[src/rtl/load_store_unit.sv]
// load_store_unit: RV32I-style load/store front end for a single-port word memory.
// Checks width code and alignment, drives a byte-lane memory access, extracts and
// extends load data, and returns one response pulse per accepted request.
//
// Ports:
//   clk_i, rst_i        clock (rising edge), asynchronous active-high reset
//   req_valid_i/ready_o request handshake; ready only while idle
//   req_we_i            1 = store, 0 = load
//   req_funct3_i        width code: B, H, W, BU, HU
//   req_addr_i          byte address
//   req_wdata_i         right-aligned store data
//   mem_en_o            memory access strobe, held for the whole access
//   mem_we_o            per-lane byte write enables
//   mem_addr_o          word-aligned address
//   mem_wdata_o         lane-replicated store data
//   mem_rdata_i         memory read word
//   mem_ready_i         memory completes the access this cycle
//   rsp_valid_o         one-cycle response pulse
//   rsp_rdata_o         extended load data (0 for stores and errors)
//   rsp_err_o           00 ok, 01 misaligned, 10 timeout, 11 illegal funct3
//   busy_o              high whenever not idle
module load_store_unit #(
    parameter int unsigned ADDR_W  = 32,
    parameter int unsigned TIMEOUT = 15
) (
    input  logic              clk_i,
    input  logic              rst_i,
    input  logic              req_valid_i,
    output logic              req_ready_o,
    input  logic              req_we_i,
    input  logic [2:0]        req_funct3_i,
    input  logic [ADDR_W-1:0] req_addr_i,
    input  logic [31:0]       req_wdata_i,
    output logic              mem_en_o,
    output logic [3:0]        mem_we_o,
    output logic [ADDR_W-1:0] mem_addr_o,
    output logic [31:0]       mem_wdata_o,
    input  logic [31:0]       mem_rdata_i,
    input  logic              mem_ready_i,
    output logic              rsp_valid_o,
    output logic [31:0]       rsp_rdata_o,
    output logic [1:0]        rsp_err_o,
    output logic              busy_o
);

    localparam int unsigned CNT_W      = (TIMEOUT > 0) ? $clog2(TIMEOUT + 1) : 1;
    localparam bit          TIMEOUT_EN = (TIMEOUT != 0);

    typedef enum logic [1:0] {
        IDLE   = 2'd0,
        ACCESS = 2'd1,
        RESP   = 2'd2
    } stateT;

    stateT            state;
    logic [CNT_W-1:0] waitCnt;
    logic             weQ;
    logic [2:0]       funct3Q;
    logic [1:0]       addrLowQ;

    logic             isIllegal;
    logic             isMisaligned;
    logic [3:0]       storeWe;
    logic [31:0]      storeData;
    logic [7:0]       laneByte;
    logic [15:0]      laneHalf;
    logic [31:0]      loadData;
    logic             accept;
    logic             timedOut;

    assign accept   = req_valid_i && req_ready_o;
    // The ready sample has priority, so a timeout only fires with mem_ready_i low.
    assign timedOut = TIMEOUT_EN && (waitCnt == CNT_W'(TIMEOUT));

    // Request decode: legality, alignment, byte enables and lane-replicated data.
    always_comb begin
        isIllegal    = 1'b0;
        isMisaligned = 1'b0;
        storeWe      = 4'b0000;
        storeData    = req_wdata_i;
        case (req_funct3_i)
            3'b000: begin
                storeWe   = 4'b0001 << req_addr_i[1:0];
                storeData = {4{req_wdata_i[7:0]}};
            end
            3'b001: begin
                isMisaligned = req_addr_i[0];
                storeWe      = 4'b0011 << {req_addr_i[1], 1'b0};
                storeData    = {2{req_wdata_i[15:0]}};
            end
            3'b010: begin
                isMisaligned = (req_addr_i[1:0] != 2'b00);
                storeWe      = 4'b1111;
            end
            3'b100: isIllegal = req_we_i;
            3'b101: begin
                isIllegal    = req_we_i;
                isMisaligned = req_addr_i[0];
            end
            default: isIllegal = 1'b1;
        endcase
    end

    // Load extraction from the registered lane offset and width code.
    always_comb begin
        laneByte = mem_rdata_i[7:0];
        case (addrLowQ)
            2'd0: laneByte = mem_rdata_i[7:0];
            2'd1: laneByte = mem_rdata_i[15:8];
            2'd2: laneByte = mem_rdata_i[23:16];
            2'd3: laneByte = mem_rdata_i[31:24];
            default: laneByte = mem_rdata_i[7:0];
        endcase
        laneHalf = addrLowQ[1] ? mem_rdata_i[31:16] : mem_rdata_i[15:0];
        case (funct3Q)
            3'b000:  loadData = {{24{laneByte[7]}}, laneByte};
            3'b001:  loadData = {{16{laneHalf[15]}}, laneHalf};
            3'b100:  loadData = {24'd0, laneByte};
            3'b101:  loadData = {16'd0, laneHalf};
            default: loadData = mem_rdata_i;
        endcase
        if (weQ) begin
            loadData = 32'd0;
        end
    end

    // Control FSM with registered outputs.
    always_ff @(posedge clk_i or posedge rst_i) begin
        if (rst_i) begin
            state       <= IDLE;
            waitCnt     <= '0;
            weQ         <= 1'b0;
            funct3Q     <= 3'b000;
            addrLowQ    <= 2'b00;
            req_ready_o <= 1'b0;
            mem_en_o    <= 1'b0;
            mem_we_o    <= 4'b0000;
            mem_addr_o  <= '0;
            mem_wdata_o <= 32'd0;
            rsp_valid_o <= 1'b0;
            rsp_rdata_o <= 32'd0;
            rsp_err_o   <= 2'b00;
            busy_o      <= 1'b0;
        end else begin
            rsp_valid_o <= 1'b0;
            case (state)
                IDLE: begin
                    if (accept) begin
                        weQ         <= req_we_i;
                        funct3Q     <= req_funct3_i;
                        addrLowQ    <= req_addr_i[1:0];
                        req_ready_o <= 1'b0;
                        busy_o      <= 1'b1;
                        if (isIllegal || isMisaligned) begin
                            // Illegal width code outranks misalignment; no memory access.
                            state       <= RESP;
                            rsp_valid_o <= 1'b1;
                            rsp_rdata_o <= 32'd0;
                            rsp_err_o   <= isIllegal ? 2'b11 : 2'b01;
                        end else begin
                            state       <= ACCESS;
                            waitCnt     <= '0;
                            mem_en_o    <= 1'b1;
                            mem_we_o    <= req_we_i ? storeWe : 4'b0000;
                            mem_addr_o  <= {req_addr_i[ADDR_W-1:2], 2'b00};
                            mem_wdata_o <= storeData;
                        end
                    end else begin
                        req_ready_o <= 1'b1;
                    end
                end
                ACCESS: begin
                    if (mem_ready_i || timedOut) begin
                        state       <= RESP;
                        mem_en_o    <= 1'b0;
                        mem_we_o    <= 4'b0000;
                        rsp_valid_o <= 1'b1;
                        rsp_rdata_o <= mem_ready_i ? loadData : 32'd0;
                        rsp_err_o   <= mem_ready_i ? 2'b00 : 2'b10;
                    end else if (waitCnt != {CNT_W{1'b1}}) begin
                        // Saturate rather than wrap when the timeout is disabled.
                        waitCnt <= waitCnt + CNT_W'(1);
                    end
                end
                RESP: begin
                    state       <= IDLE;
                    req_ready_o <= 1'b1;
                    busy_o      <= 1'b0;
                end
                default: begin
                    state       <= IDLE;
                    req_ready_o <= 1'b1;
                    busy_o      <= 1'b0;
                end
            endcase
        end
    end

endmodule

[config.mk]
export PLATFORM = sky130hd
export DESIGN_NAME = load_store_unit
export DESIGN_NICKNAME = d
export VERILOG_FILES = /design/src/rtl/load_store_unit.sv
export SDC_FILE = /design/constraint.sdc
export NUM_CORES = 1
export LEC_CHECK = 0
export BUFFER_PORTS_ARGS = -buffer_cell sky130_fd_sc_hd__buf_2
export CORE_ASPECT_RATIO = 2
export CORE_MARGIN = 2
export CORE_UTILIZATION = 30
export CTS_CLUSTER_SIZE = 40
export DETAILED_ROUTE_END_ITERATION = 16
export GPL_TIMING_DRIVEN = 0
export PLACE_DENSITY = 0.59
export SLEW_MARGIN = 20
export SYNTH_ARGS = -nofsm -noshare
export SYNTH_HDL_FRONTEND = slang
export SYNTH_SLANG_ARGS = --single-unit
[constraint.sdc]
create_clock -name clk_i -period 4.5 [get_ports clk_i]
set_clock_uncertainty 0.05 [all_clocks]
set_input_delay 0.225 -clock clk_i [delete_from_list [all_inputs] [get_ports clk_i]]
set_output_delay 0.225 -clock clk_i [all_outputs]
set_load 0.01 [all_outputs]
==> reports/metrics.cfg <==
[status]
status = finished clean

[power]
pwr_density_cell_nw_per_um2 = 636
clock_power_share_pct = 28.0
pwr-share-seq_pct = 35.8
p_sw_share_pct = 35.4
p_leak_nw = 3.78
p_comb_share_pct = 36.2
netSwitchingPower_mw = 1.71
irDropWorstVdd_v = 0.000297
internal_power_mw = 3.13

[layout]
fin_cells = 964
num-fill-cells = 1760
fin_util_pct = 43.0
layout_commonest_cell = buf_2
nets = 844
final_area_um2 = 7610
area_delta_synth_final_pct = 41.5
layout_common_cells = 217 x buf_2, 116 x dfrtp_1, 77 x nand2_1
antennaDiodeCount = 0
drive_gt1_share_pct = 36.0

[yosys]
synth_seq_cells = 116
avgSynthCellArea_um2 = 11.2
synth_ff_type = dfrtp_1
yosysTopAreaCell = dfrtp_1
syn_area_um2 = 5380
async_flop_share_pct = 100
synth_cells = 482
synth_edf_count = 0
yosysTopAreaCellShare_pct = 54.0
yosysSeqAreaShare_pct = 54.0
synth.area.top_cells = dfrtp_1 54%, mux2_1 8.4%, nand2_1 5.4%
ys_warn_count = 0
ys_types = 53

[grt]
grt_pass1_wl_um = 27500
grtUsageTotal_pct = 18.4
grt_antenna_before_repair = 0
grt_pass1_vias = 5210
gr-total-overflow = 0
grt_start_max_net_pins = 63

[clocking]
cts_made_buffers = 17
clkLatencyLatePin_ns = 0.41
cts.clk_slew.worst_paths_ns = 0.06
cts_setup_buffers = 0
cts_buffer_depth = 2
cts_root_buf = clkbuf_16
postCtsResizedCells = 0
cts_tree = yes
cts_sinks = 116
htreeDepth = 4

[timing]
hold_viol = 0
rsz0062_at_grt = no
min_period_ns = 2.37
worst_pin_slew_ns = 0.882
final-setup-viol-count = 0
fmax_mhz = 422
fin_crit_sh_pct = 52.6
slew_violations = 0
max_slew_margin_pct = 40.9

[worst_setup_path]
end_kind = register
crit_path_max_fanout = 10
arrival_ns = 2.66
setup.worst_path.class = reg -> reg
cp.required_ns = 4.80
critPathLaunchType = register

[floorplan]
core_area_um2 = 17700
die_area_um2 = 19100
initial_core_util_pct = 30.4
die_h_um = 193
die_w_um = 98.7
pin_count = 210
std_cell_rows = 69

[placement]
dp_hpwl_um = 13100
placed_cells = 901
placedInstanceArea_um2 = 6700
place.port_buffers = 204
place_congestion = 0.882

[detailed_routing]
drt_first_pass_iters = 5
final_antenna_net_count = 0
routed_wl_um = 17200
drt_iter0_markers = 186
route.detailed.drc = 0
post_drt_wl_per_cell_um = 17.9
viasPerCell = 4.97
vias = 4791

[job]
maxCapViolations = 0

[worst_hold_path]
hold_class = in -> reg

-- synth_stat cells (2+ instances only) --
master     count
mux2_2         6
buf_2         13
clkbuf_1      17
buf_4          2
o21a_1         2
nor3_1         2
a211o_1        7
and3b_1        7
nand3_1        2
inv_2          3
o31ai_1        2
o21ai_0       20
buf_6          3
nand2b_1      10
nand4bb_1      2
a32o_1         8
mux2_1        40
nand2_1       77
dfrtp_1      116
o211ai_1       2
mux2i_1       25
o21ai_1       32
nor2_1         8
or3_1          8
inv_1          7
a21oi_1       16
a221o_1       16
o2bb2ai_1      4
-- worst max-delay path, cell delays in order, from the launching register on --
cell and delay, ns:
dfrtp_1 0.46, nand2b_1 0.29, nor3b_2 0.55, and2_1 0.21, clkbuf_1 0.29, buf_2 0.28, a221o_1 0.17
-- cell families (layout without fill, tap and decap cells) --
group	count (synthesis)	count (layout)	synth area share (%)
DFF	116	116	54.0
and+or+nand+nor	124	124	11.3
AOI/OAI and AO/OA	122	122	15.7
buffers and inverters	46	314	4.07
muxes	72	72	14.7
adders and majority gates	1	1	0.233
other	1	2	0.0697
-- sequential cells by signal (all words and copies together) (netlist names) --
name and cells:
weQ 1, waitCnt 4, mem_we_o 4, rsp_rdata_o 32
busy_o 1, rsp_valid_o 1, rsp_err_o 2, req_ready_o 1
funct3Q 3, state 2, addrLowQ 2, mem_wdata_o 32
mem_en_o 1, mem_addr_o 30
-- layer usage --
metal	GRT usage, %	share of wire (%)	up-vias
met5	0	0	-
met4	10.1	4.1	0
met3	4.77	5.8	40
met2	33.3	54	211
met1	19.0	36	2286
li1	-	-	2254
-- path summary, 6_finish.rpt --
| check | start | slack, ns | to | cells past startpoint |
|---|---|---|---|---|
| max | state[1] | 2.13 | rsp_rdata_o[30] | 6 |
| min | mem_rdata_i[16] | 0.02 | rsp_rdata_o[16] | 2 |
| max reg2reg | state[1] | 2.13 | rsp_rdata_o[30] | 6 |
| min reg2reg | mem_wdata_o[13] | 0.42 | mem_wdata_o[13] | 2 |
| max in group asynchronous | rst_i | 3.32 | rsp_rdata_o[14] | 4 |
| min in group asynchronous | rst_i | 0.39 | mem_addr_o[14] | 3 |
-- power by group through the flow --
| stage | Combinational, mW | Clock [mW] | Sequential (mW) |
|---|---|---|---|
| floorplan | 0.795 | 0 | 1.93 |
| global placement | 1.73 | 0 | 1.74 |
| detailed placement | 1.75 | 0 | 1.75 |
| CTS | 1.78 | 1.39 | 1.74 |
| global route | 1.93 | 1.43 | 1.80 |
| finish | 1.75 | 1.36 | 1.73 |
-- what timing repair did --
item,CTS,global route
endpoints found under the setup margin,0,0
endpoints found under the hold margin,92,0
hold buffers,32,0
-- final cells by class --
class / count / area [um^2] / area share, %
clock buffer: 22 / 484 / 6.36
buffer: 36 / 181 / 2.38
timing repair buffer: 237 / 1370 / 18.0
tap: 213 / 267 / 3.50
clock inverter: 9 / 103 / 1.35
sequential: 116 / 2900 / 38.1
multi-input combinational: 321 / 2260 / 29.7
inverter: 10 / 42.5 / 0.559
-- per-stage QoR --
step / setup WS (ns) / power [mW] / setup TNS (ns) / hold slack [ns]
finish: 2.13 / 4.84 / 0 / 0.0194
CTS: 2.16 / 4.91 / 0 / 0.00109
global route: 1.98 / 5.16 / 0 / 0.00871
floorplan: 1.15 / 2.73 / 0 / 0.280
global placement: -0.416 / 3.47 / -47.21 / 0.386
detailed placement: 2.19 / 3.50 / 0 / 0.288
No activity file was read; power rests on OpenSTA's default activity.
